[config.mk]
export PLATFORM = sky130hd
export DESIGN_NAME = gpo_pad_seq_flat
export DESIGN_NICKNAME = d
export VERILOG_FILES = /design/src/rtl/gpo_pad_seq_if.sv /design/src/rtl/gpo_pad_seq.sv /design/src/flat_wrapper.sv
export SDC_FILE = /design/constraint.sdc
export NUM_CORES = 1
export LEC_CHECK = 0
export ABC_AREA = 1
export BUFFER_PORTS_ARGS = -buffer_cell sky130_fd_sc_hd__buf_4
export CORE_ASPECT_RATIO = 2
export CORE_MARGIN = 3
export CORE_UTILIZATION = 40
export CTS_BUF_LIST = sky130_fd_sc_hd__clkbuf_8
export DETAILED_ROUTE_END_ITERATION = 10
export PLACE_DENSITY = 0.65
export SLEW_MARGIN = 25
export SYNTH_ARGS = -nofsm -noshare
export SYNTH_HDL_FRONTEND = slang
export SYNTH_SLANG_ARGS = --single-unit
[constraint.sdc]
create_clock -name clk -period 1.4 [get_ports clk]
set_clock_uncertainty 0.05 [all_clocks]
set_input_delay 0.07 -clock clk [delete_from_list [all_inputs] [get_ports clk]]
set_output_delay 0.07 -clock clk [all_outputs]
set_load 0.1 [all_outputs]
[src/rtl/gpo_pad_seq_if.sv]
// Core/pad-side signal bundle for the GPO pad sequencer.
// master = core + bias generator side, slave = sequencer.
interface gpo_pad_seq_if;
  logic       data;
  logic       oe_req;
  logic       cfg_valid;
  logic       cfg_ready;
  logic [1:0] cfg_ds;
  logic       cfg_sr;
  logic       cfg_co;
  logic [1:0] cfg_mode;
  logic       vbias_ok;
  logic       busy;
  logic       err;
  logic       pad_do;
  logic [1:0] pad_ds;
  logic       pad_sr;
  logic       pad_co;
  logic       pad_oe;
  logic       pad_odp;
  logic       pad_odn;

  modport master (
    output data, oe_req, cfg_valid, cfg_ds, cfg_sr, cfg_co, cfg_mode, vbias_ok,
    input  cfg_ready, busy, err, pad_do, pad_ds, pad_sr, pad_co, pad_oe, pad_odp, pad_odn
  );

  modport slave (
    input  data, oe_req, cfg_valid, cfg_ds, cfg_sr, cfg_co, cfg_mode, vbias_ok,
    output cfg_ready, busy, err, pad_do, pad_ds, pad_sr, pad_co, pad_oe, pad_odp, pad_odn
  );
endinterface

[src/rtl/gpo_pad_seq.sv]
// Glitch-free drive-config sequencer for the EG1 1.8V GPO pad: tristate, apply, settle, re-enable.
// Optional GPO_SEQ_DATA_SYNC_EN adds a 2-flop synchronizer ahead of the DO register.
module gpo_pad_seq #(
  parameter int unsigned TRI_CYC    = 2,
  parameter int unsigned SETTLE_CYC = 4,
  parameter int unsigned BIAS_TO    = 64,
  parameter int unsigned CNT_W      = 8
) (
  input logic         clk,
  input logic         rst,
  gpo_pad_seq_if.slave bus
);

  typedef enum logic [1:0] {
    ACTIVE,
    DRAIN,
    APPLY,
    BIASWAIT
  } state_t;

  localparam logic [CNT_W-1:0] TRI_LD    = CNT_W'(TRI_CYC - 1);
  localparam logic [CNT_W-1:0] SETTLE_LD = CNT_W'(SETTLE_CYC - 1);
  localparam logic [CNT_W-1:0] BIAS_LD   = CNT_W'(BIAS_TO - 1);

  state_t           state;
  logic [CNT_W-1:0] cnt;
  logic [1:0]       sh_ds;
  logic [1:0]       sh_mode;
  logic             sh_sr;
  logic             sh_co;
  logic             bias_lost;

  assign bias_lost = (bus.pad_ds != 2'b00) && !bus.vbias_ok;

  always_ff @(posedge clk) begin
    if (rst) begin
      state         <= ACTIVE;
      cnt           <= '0;
      sh_ds         <= '0;
      sh_mode       <= '0;
      sh_sr         <= 1'b0;
      sh_co         <= 1'b0;
      bus.pad_oe    <= 1'b0;
      bus.pad_ds    <= '0;
      bus.pad_sr    <= 1'b0;
      bus.pad_co    <= 1'b0;
      bus.pad_odp   <= 1'b0;
      bus.pad_odn   <= 1'b0;
      bus.cfg_ready <= 1'b1;
      bus.busy      <= 1'b0;
      bus.err       <= 1'b0;
    end else begin
      unique case (state)
        ACTIVE: begin
          // A config offer takes priority over a bias drop in the same cycle.
          if (bus.cfg_valid) begin
            sh_ds         <= bus.cfg_ds;
            sh_mode       <= bus.cfg_mode;
            sh_sr         <= bus.cfg_sr;
            sh_co         <= bus.cfg_co;
            cnt           <= TRI_LD;
            state         <= DRAIN;
            bus.pad_oe    <= 1'b0;
            bus.cfg_ready <= 1'b0;
            bus.busy      <= 1'b1;
          end else if (bias_lost) begin
            cnt           <= BIAS_LD;
            state         <= BIASWAIT;
            bus.pad_oe    <= 1'b0;
            bus.cfg_ready <= 1'b0;
            bus.busy      <= 1'b1;
          end else begin
            bus.pad_oe    <= bus.oe_req;
          end
        end
        DRAIN: begin
          if (cnt == '0) begin
            cnt         <= SETTLE_LD;
            state       <= APPLY;
            bus.pad_ds  <= sh_ds;
            bus.pad_sr  <= sh_sr;
            bus.pad_co  <= sh_co;
            bus.pad_odp <= (sh_mode == 2'b01);
            bus.pad_odn <= (sh_mode == 2'b10);
          end else begin
            cnt <= cnt - 1'b1;
          end
        end
        APPLY: begin
          if (cnt != '0) begin
            cnt <= cnt - 1'b1;
          end else if (bias_lost) begin
            cnt   <= BIAS_LD;
            state <= BIASWAIT;
          end else begin
            // Leaving settle straight into drive: OE follows the request on this same edge.
            state         <= ACTIVE;
            bus.pad_oe    <= bus.oe_req;
            bus.cfg_ready <= 1'b1;
            bus.busy      <= 1'b0;
          end
        end
        BIASWAIT: begin
          if (bus.vbias_ok) begin
            state         <= ACTIVE;
            bus.cfg_ready <= 1'b1;
            bus.busy      <= 1'b0;
          end else if (cnt == '0) begin
            state         <= ACTIVE;
            bus.pad_ds    <= 2'b00;
            bus.err       <= 1'b1;
            bus.cfg_ready <= 1'b1;
            bus.busy      <= 1'b0;
          end else begin
            cnt <= cnt - 1'b1;
          end
        end
        default: state <= ACTIVE;
      endcase
    end
  end

`ifdef GPO_SEQ_DATA_SYNC_EN
  logic [1:0] data_sync;

  always_ff @(posedge clk) begin
    if (rst) begin
      data_sync  <= '0;
      bus.pad_do <= 1'b0;
    end else begin
      data_sync  <= {data_sync[0], bus.data};
      bus.pad_do <= data_sync[1];
    end
  end
`else
  always_ff @(posedge clk) begin
    if (rst) begin
      bus.pad_do <= 1'b0;
    end else begin
      bus.pad_do <= bus.data;
    end
  end
`endif

endmodule

[src/flat_wrapper.sv]
// flat-port wrapper written by rule: the top's interface ports become plain ports
module gpo_pad_seq_flat 
#(
  parameter int unsigned TRI_CYC    = 2,
  parameter int unsigned SETTLE_CYC = 4,
  parameter int unsigned BIAS_TO    = 64,
  parameter int unsigned CNT_W      = 8
)
  (clk, rst, bus_data, bus_oe_req, bus_cfg_valid, bus_cfg_ds, bus_cfg_sr, bus_cfg_co, bus_cfg_mode, bus_vbias_ok, bus_cfg_ready, bus_busy, bus_err, bus_pad_do, bus_pad_ds, bus_pad_sr, bus_pad_co, bus_pad_oe, bus_pad_odp, bus_pad_odn);
  gpo_pad_seq_if bus_i ();
  input logic clk;
  input logic rst;
  input wire logic [$bits(bus_i.data)-1:0] bus_data;
  input wire logic [$bits(bus_i.oe_req)-1:0] bus_oe_req;
  input wire logic [$bits(bus_i.cfg_valid)-1:0] bus_cfg_valid;
  input wire logic [$bits(bus_i.cfg_ds)-1:0] bus_cfg_ds;
  input wire logic [$bits(bus_i.cfg_sr)-1:0] bus_cfg_sr;
  input wire logic [$bits(bus_i.cfg_co)-1:0] bus_cfg_co;
  input wire logic [$bits(bus_i.cfg_mode)-1:0] bus_cfg_mode;
  input wire logic [$bits(bus_i.vbias_ok)-1:0] bus_vbias_ok;
  output wire logic [$bits(bus_i.cfg_ready)-1:0] bus_cfg_ready;
  output wire logic [$bits(bus_i.busy)-1:0] bus_busy;
  output wire logic [$bits(bus_i.err)-1:0] bus_err;
  output wire logic [$bits(bus_i.pad_do)-1:0] bus_pad_do;
  output wire logic [$bits(bus_i.pad_ds)-1:0] bus_pad_ds;
  output wire logic [$bits(bus_i.pad_sr)-1:0] bus_pad_sr;
  output wire logic [$bits(bus_i.pad_co)-1:0] bus_pad_co;
  output wire logic [$bits(bus_i.pad_oe)-1:0] bus_pad_oe;
  output wire logic [$bits(bus_i.pad_odp)-1:0] bus_pad_odp;
  output wire logic [$bits(bus_i.pad_odn)-1:0] bus_pad_odn;
  assign bus_i.data = bus_data;
  assign bus_i.oe_req = bus_oe_req;
  assign bus_i.cfg_valid = bus_cfg_valid;
  assign bus_i.cfg_ds = bus_cfg_ds;
  assign bus_i.cfg_sr = bus_cfg_sr;
  assign bus_i.cfg_co = bus_cfg_co;
  assign bus_i.cfg_mode = bus_cfg_mode;
  assign bus_i.vbias_ok = bus_vbias_ok;
  assign bus_cfg_ready = bus_i.cfg_ready;
  assign bus_busy = bus_i.busy;
  assign bus_err = bus_i.err;
  assign bus_pad_do = bus_i.pad_do;
  assign bus_pad_ds = bus_i.pad_ds;
  assign bus_pad_sr = bus_i.pad_sr;
  assign bus_pad_co = bus_i.pad_co;
  assign bus_pad_oe = bus_i.pad_oe;
  assign bus_pad_odp = bus_i.pad_odp;
  assign bus_pad_odn = bus_i.pad_odn;
  gpo_pad_seq #(.TRI_CYC(TRI_CYC), .SETTLE_CYC(SETTLE_CYC), .BIAS_TO(BIAS_TO), .CNT_W(CNT_W)) u_core (.clk(clk), .rst(rst), .bus(bus_i));
endmodule
# Yosys cells after proc, flatten, opt, wreduce, memory -nomap -nowiden
# Index checks and enable logic that the tools add are counted.
[classes]
add_sub_neg = 1
eq_ne = 13
muxes = 37
n_bitwise = 1
n_reduce_logical = 17
[op_table]
columns = ["cell", "n"]
rows = [
  ["8-bit two-way mux", 6],
  ["8-bit one-hot mux with 4 select lines", 1],
  ["2-bit two-way mux", 9],
  ["1-bit two-way mux", 16],
  ["8-bit zero test", 1],
  ["2-bit inequality test, second input constant", 4],
  ["2-bit one-hot mux with 4 select lines", 1],
  ["4-bit AND reduction", 2],
  ["8-bit nonzero test", 1],
  ["8-bit by 1-bit subtractor with 8-bit output, second input constant", 1],
  ["2-bit equality test, second input constant", 3],
  ["3-bit by 2-bit inequality test with 1-bit output, second input constant", 2],
  ["1-bit one-hot mux with 3 select lines", 2],
  ["2-bit AND reduction", 3],
  ["3-bit AND reduction", 2],
  ["2-bit nonzero test", 3],
  ["5-bit AND reduction", 1],
  ["2-bit by 1-bit equality test with 1-bit output, second input constant", 2],
  ["2-bit by 1-bit inequality test with 1-bit output, second input constant", 2],
  ["2-bit one-hot mux with 2 select lines", 1],
  ["3-bit nonzero test", 1],
  ["2-bit zero test", 1],
  ["1-bit one-hot mux with 2 select lines", 1],
  ["1-bit logical AND", 1],
  ["2 further kinds", 2],
]
[totals]
regBits = 27
in_bits = 12
out_inout_bits = 11
word_cells = 85

# Longest topological paths before layout
[depth]
depth_word = 5
ltp_mapped = 10
mapped_depth_nobuf = 10

# Least setup slack after synthesis
# No wires, ideal clock.
[synth_timing]
path_kind = "register -> register"
from = "register u_core.bus.pad_ds[1]"
to = "register u_core.bus.busy"
setup_time_ns = 0.070
arrival_time_ns = 1.892
required_ns = 1.280
slack_ns = -0.612
stages_incl_launch_ff = 9
path_buffers = 0
synth_period_minus_slack_ns = 2.012
path_cell_list = "dfxtp_1 -> nor2_1 -> nor2_2 -> nand2_1 -> nand2_1 -> nor2_1 -> nand2_1 -> nand2_1 -> a21oi_1"
[synth_via]
elab_chain_len = 4
elab_cells_between_ends = 5
cone_classes = "eq/ne: 2; reduce/logical: 3"
[synth_lines]
columns = ["element", "line", "rtl"]
rows = [
  ["from (decl)", "gpo_pad_seq_if.sv:30", "output cfg_ready, busy, err, pad_do, pad_ds, pad_sr, pad_co, pad_oe, pad_odp, pad_odn"],
  ["from (signal assigned)", "gpo_pad_seq.sv:80", "bus.pad_ds <= sh_ds;"],
  ["2-bit nonzero test *", "gpo_pad_seq.sv:33", "assign bias_lost = (bus.pad_ds != 2'b00) && !bus.vbias_ok;"],
  ["1-bit logical AND *", "gpo_pad_seq.sv:33", ""],
  ["3-bit by 2-bit inequality test with 1-bit output (no source line) / 2-bit inequality test (equally long branches)", "-", ""],
  ["5-bit AND reduction (no source line) *", "-", ""],
  ["to (signal assigned)", "gpo_pad_seq.sv:50", "bus.busy <= 1'b0;"],
  ["to (signal assigned)", "gpo_pad_seq.sv:65", "bus.busy <= 1'b1;"],
  ["to (signal assigned)", "gpo_pad_seq.sv:71", "bus.busy <= 1'b1;"],
  ["to (decl)", "gpo_pad_seq_if.sv:30", ""],
]
# Mark *: on every way between the ends. The rest lies on a longest branch, timed or not.
# A chain may end at the register's enable or synchronous reset.

# Worst setup path in the final report
[layout_timing]
from = "register u_core.cnt[1]"
to = "register u_core.cnt[0]"
[layout_via]
elab_chain_len = 3
elab_cells_between_ends = 7
cone_classes = "eq/ne: 1; mux: 3; reduce/logical: 3"
[layout_lines]
columns = ["element", "line", "rtl"]
rows = [
  ["from (decl)", "gpo_pad_seq.sv:26", "logic [CNT_W-1:0] cnt;"],
  ["from (signal assigned)", "gpo_pad_seq.sv:86", "cnt <= cnt - 1'b1;"],
  ["from (signal assigned)", "gpo_pad_seq.sv:91", "cnt <= cnt - 1'b1;"],
  ["from (signal assigned)", "gpo_pad_seq.sv:115", "cnt <= cnt - 1'b1;"],
  ["8-bit nonzero test / 8-bit zero test (equally long branches)", "gpo_pad_seq.sv:90, gpo_pad_seq.sv:77, gpo_pad_seq.sv:108", ""],
  ["8-bit two-way mux (tied with other cells)", "gpo_pad_seq.sv:90", "if (cnt != '0) begin"],
  ["8-bit one-hot mux with 4 select lines / 2-bit AND reduction (equally long branches)", "-", ""],
]
# Parallel ways exist; a longest one is shown, timed or not.

==> metrics.md <==
| Metric | Value |
|---|---|
| Most frequent cells in the layout | buf_4 (40), nand2_1 (38), nor2_1 (37) |
| Req. time, crit path | 1520 ps |
| Dpl cell area | roughly 0.0019 mm² |
| Dpl cells | 322 |
| H-tree Lvls | 1 |
| Worst Hold End | u_core.sh_mode[1]$_SDFFE_PP0P_ |
| Layout cells sized above 1 | around two fifths |
| Fin crit period | 1450 ps |
| Die Ht | 94.0 µm |
| Violated checks | setup timing |
| Layout area overhead | 46.5% |
| RSZ-0062 raised after global routing | yes |
| Compound-Gate Fraction of Synth Area | approximately 16% |
| Final Util | between 60 and 70% |
| Crit end category | flop |
| Initial DRC count | 36 |
| Hold Path Class | in -> reg |
| WHS Path Cells | 3 |
| Clk slew on worst S/H paths | about 90 ps |
| Residual DRC | 0 |
| Final Cycle Share | 104% |
| Primary FF master, synth | dfxtp_1 |
| Synthesized area per cell | 6.64 µm² |
| Status | finished, violations left |
| Die width | between 40 and 50 µm |
| Main combinational cell family by area after synthesis | simple AND/OR/NAND/NOR gates |
| CTS root buf | clkbuf_8 |
| Synth Net Count | 246 |
| Initial Util | a little over two fifths |
| Finished Layout Cells | 339 |
| Crit path max fanout | 6 |
| Min-Delay Startpoint | bus_cfg_mode[1] |
| Slew headroom | 78.3% |
| Most common cell after layout, fill and taps aside | buf_4 |
| Setup ws final | -53.1 ps |
| Vias | roughly 1,700 |
| Most used cell, CP | nor2_1 |
| Reg area | 557 µm² |
| Clock buffers created by TritonCTS | 3 |
| Ant diodes | 0 |
| GRT Overall Usage | 20.5% |
| Synthesized cell area | 0.00155 mm² |
| Max Freq | slightly below 700 MHz |
| DIE AREA | between 0.004 and 0.005 mm² |
| Core Region | 0.00368 mm² |
| Final setup viols | 12 |
| First-pass GRT wire length | 7310 µm |
| Seq/Total Area, Yosys | 34.9% |
| Drt wl/cell | 14.1 µm |
| WL final | about 4800 µm |
| Antenna Nets Post-Route | 0 |
| Initial antenna violation count | 0 |
| Setup crit start kind | flop |
| Post-DP HPWL | 3350 µm |
| Clk buf depth | 2 |
| Flop-to-flop setup slack | -50 ps |
| Clock Latency Late Sink | between 200 and 300 ps |
| Ys async rst share | 0% |
| Post-synthesis adder-cell area fraction | 0.808% |
| Seq cells post-synth | 27 |
| Yosys Warn Count | 0 |
| Pin count of the biggest net entering global routing | 22 |
| CTS sink count | 27 |
| Vias in the first global route | 1,706 |
| Post-synth EDFFs | 0 |
| Synth Instances | 233 |
| Reg2reg start | u_core.cnt[1]$_SDFFE_PP0P_ |
| TritonCTS clock tree | built |
| Slowest stage delay, CP | 330 ps |
| Fin area | 0.00227 mm² |
| Kind of critical path | reg -> reg |
| Critical-path cell list | inv_2 -> ha_4 -> nand2_4 -> nor2_8 -> buf_6 -> nand2_2 -> nand3_2 -> nand2_1 -> nor2_1 -> nor2_1 |
| Distinct cell type count after synthesis | 29 |
| I/O pin count | 23 |
| R2r worst-path depth | 10 |
| Worst Max-Slew Pin Slew | around 320 ps |
| Vias per cell | 5.06 |
| Fin Setup TNS | -338 ps |
| Mux cell area share after synthesis | 0% |
| Synth Area in Simple Gates | 37.6% |
| Fillers | 342 |
| Final hold violation count | 0 |
| Routability cong. | 0.964 |
| CP arrival | between 1500 and 2000 ps |
| Nets@finish | 304 |
| Remaining global-route overflow | 0 |
| Synth Area in XOR/XNOR | 2.26% |
| Drt pass-1 iters | 5 |
| Multi-input logic area | 0.00103 mm² |
| Slew Limit Fails | 0 |
| # rows | 31 |
| Worst flop-to-flop path endpoint | u_core.cnt[0]$_SDFFE_PP0P_ |
| Port-buffer cells | 22 |
| Max-cap violations | 0 |
| Worst path slowest cell | dfxtp_2 |
## critical path, delay by kind of cell, from the launching register on
kind,cells,cell delay [ps]
DFF,1,330
adders and majority gates,1,140
buffers and inverters,2,210
and+or+nand+nor,7,600
## registers in the layout, summed over array words and instances (netlist names), 2 cells and up
name / count
u_core.state: 2
u_core.sh_ds: 2
u_core.cnt: 8
u_core.bus.pad_ds: 2
u_core.sh_mode: 2
## cell type report
| cell class | instances | share of cell area, % |
|---|---|---|
| multi-input combinational | 176 | 45.5 |
| clock buffer | 3 | 1.82 |
| clock inverter | 1 | 0.221 |
| inverter | 28 | 4.97 |
| timing repair buffer | 55 | 20.3 |
| tap | 49 | 2.70 |
| sequential | 27 | 24.6 |
## Yosys cell counts, types with 3 or more instances
cell | count | share of area (%)
dfxtp_1 | 27 | 35
o21ai_1 | 3 | 0.97
nor2_2 | 6 | 2.4
nor2_1 | 46 | 11
nor2_4 | 4 | 2.9
nand2_2 | 4 | 1.6
inv_2 | 4 | 0.97
inv_1 | 22 | 5.3
nand3_1 | 11 | 3.6
nand2_1 | 48 | 12
o21ai_0 | 22 | 7.1
a21oi_1 | 12 | 3.9
## what timing repair did
item / 4_1_cts / 5_1_grt
hold buffers: 8 / 0
endpoints found under the hold margin: 10 / 0
buffers inserted: 3 / 1
pin swaps: 3 / 16
gates resized for setup: 13 / 44
endpoints found under the setup margin: 14 / 19
cloned: 0 / 1
## routing by layer
layer  share of wire (%)  track usage (%)  vias up
met3                 3.0             2.54       26
li1                    -                -      858
met2                  58             40.8       51
met1                  32             17.7      779
met4                 6.5             13.9        0
met5                   0                0        -
## cell families (layout without fill, tap and decap cells)
logic type	count (synthesis)	count (layout)
adders and majority gates	1	1
buffers and inverters	31	87
and+or+nand+nor	126	127
DFF	27	27
xor gates and xnor gates	4	4
AOI/OAI and AO/OA	44	44
## per-stage QoR
stage	hold WS (ps)	worst slack [ps]
final	28.4	-53.1
after global routing	48.9	-149
after CTS	29.0	-53.7
after detailed placement	234	-131
after global placement	224	-116
after floorplan	79.4	-26.5
## how the worst max path moves through the flow
stage	start	endpoint	cells after the start
floorplan	u_core.bus.pad_ds[1]$_SDFFE_PP0P_	u_core.bus.busy$_SDFFE_PP0P_	8
global placement	u_core.cnt[1]$_SDFFE_PP0P_	u_core.cnt[2]$_SDFFE_PP0P_	9
detailed placement	u_core.cnt[0]$_SDFFE_PP0P_	u_core.cnt[3]$_SDFFE_PP0P_	9
CTS	u_core.cnt[1]$_SDFFE_PP0P_	u_core.cnt[3]$_SDFFE_PP0P_	10
global route	u_core.cnt[0]$_SDFFE_PP0P_	u_core.cnt[4]$_SDFFE_PP0P_	10
finish	u_core.cnt[1]$_SDFFE_PP0P_	u_core.cnt[0]$_SDFFE_PP0P_	10
Power is left out: the tool's default activity adds up to more than one toggle a clock period on the data nets, which glitch-free logic cannot reach.
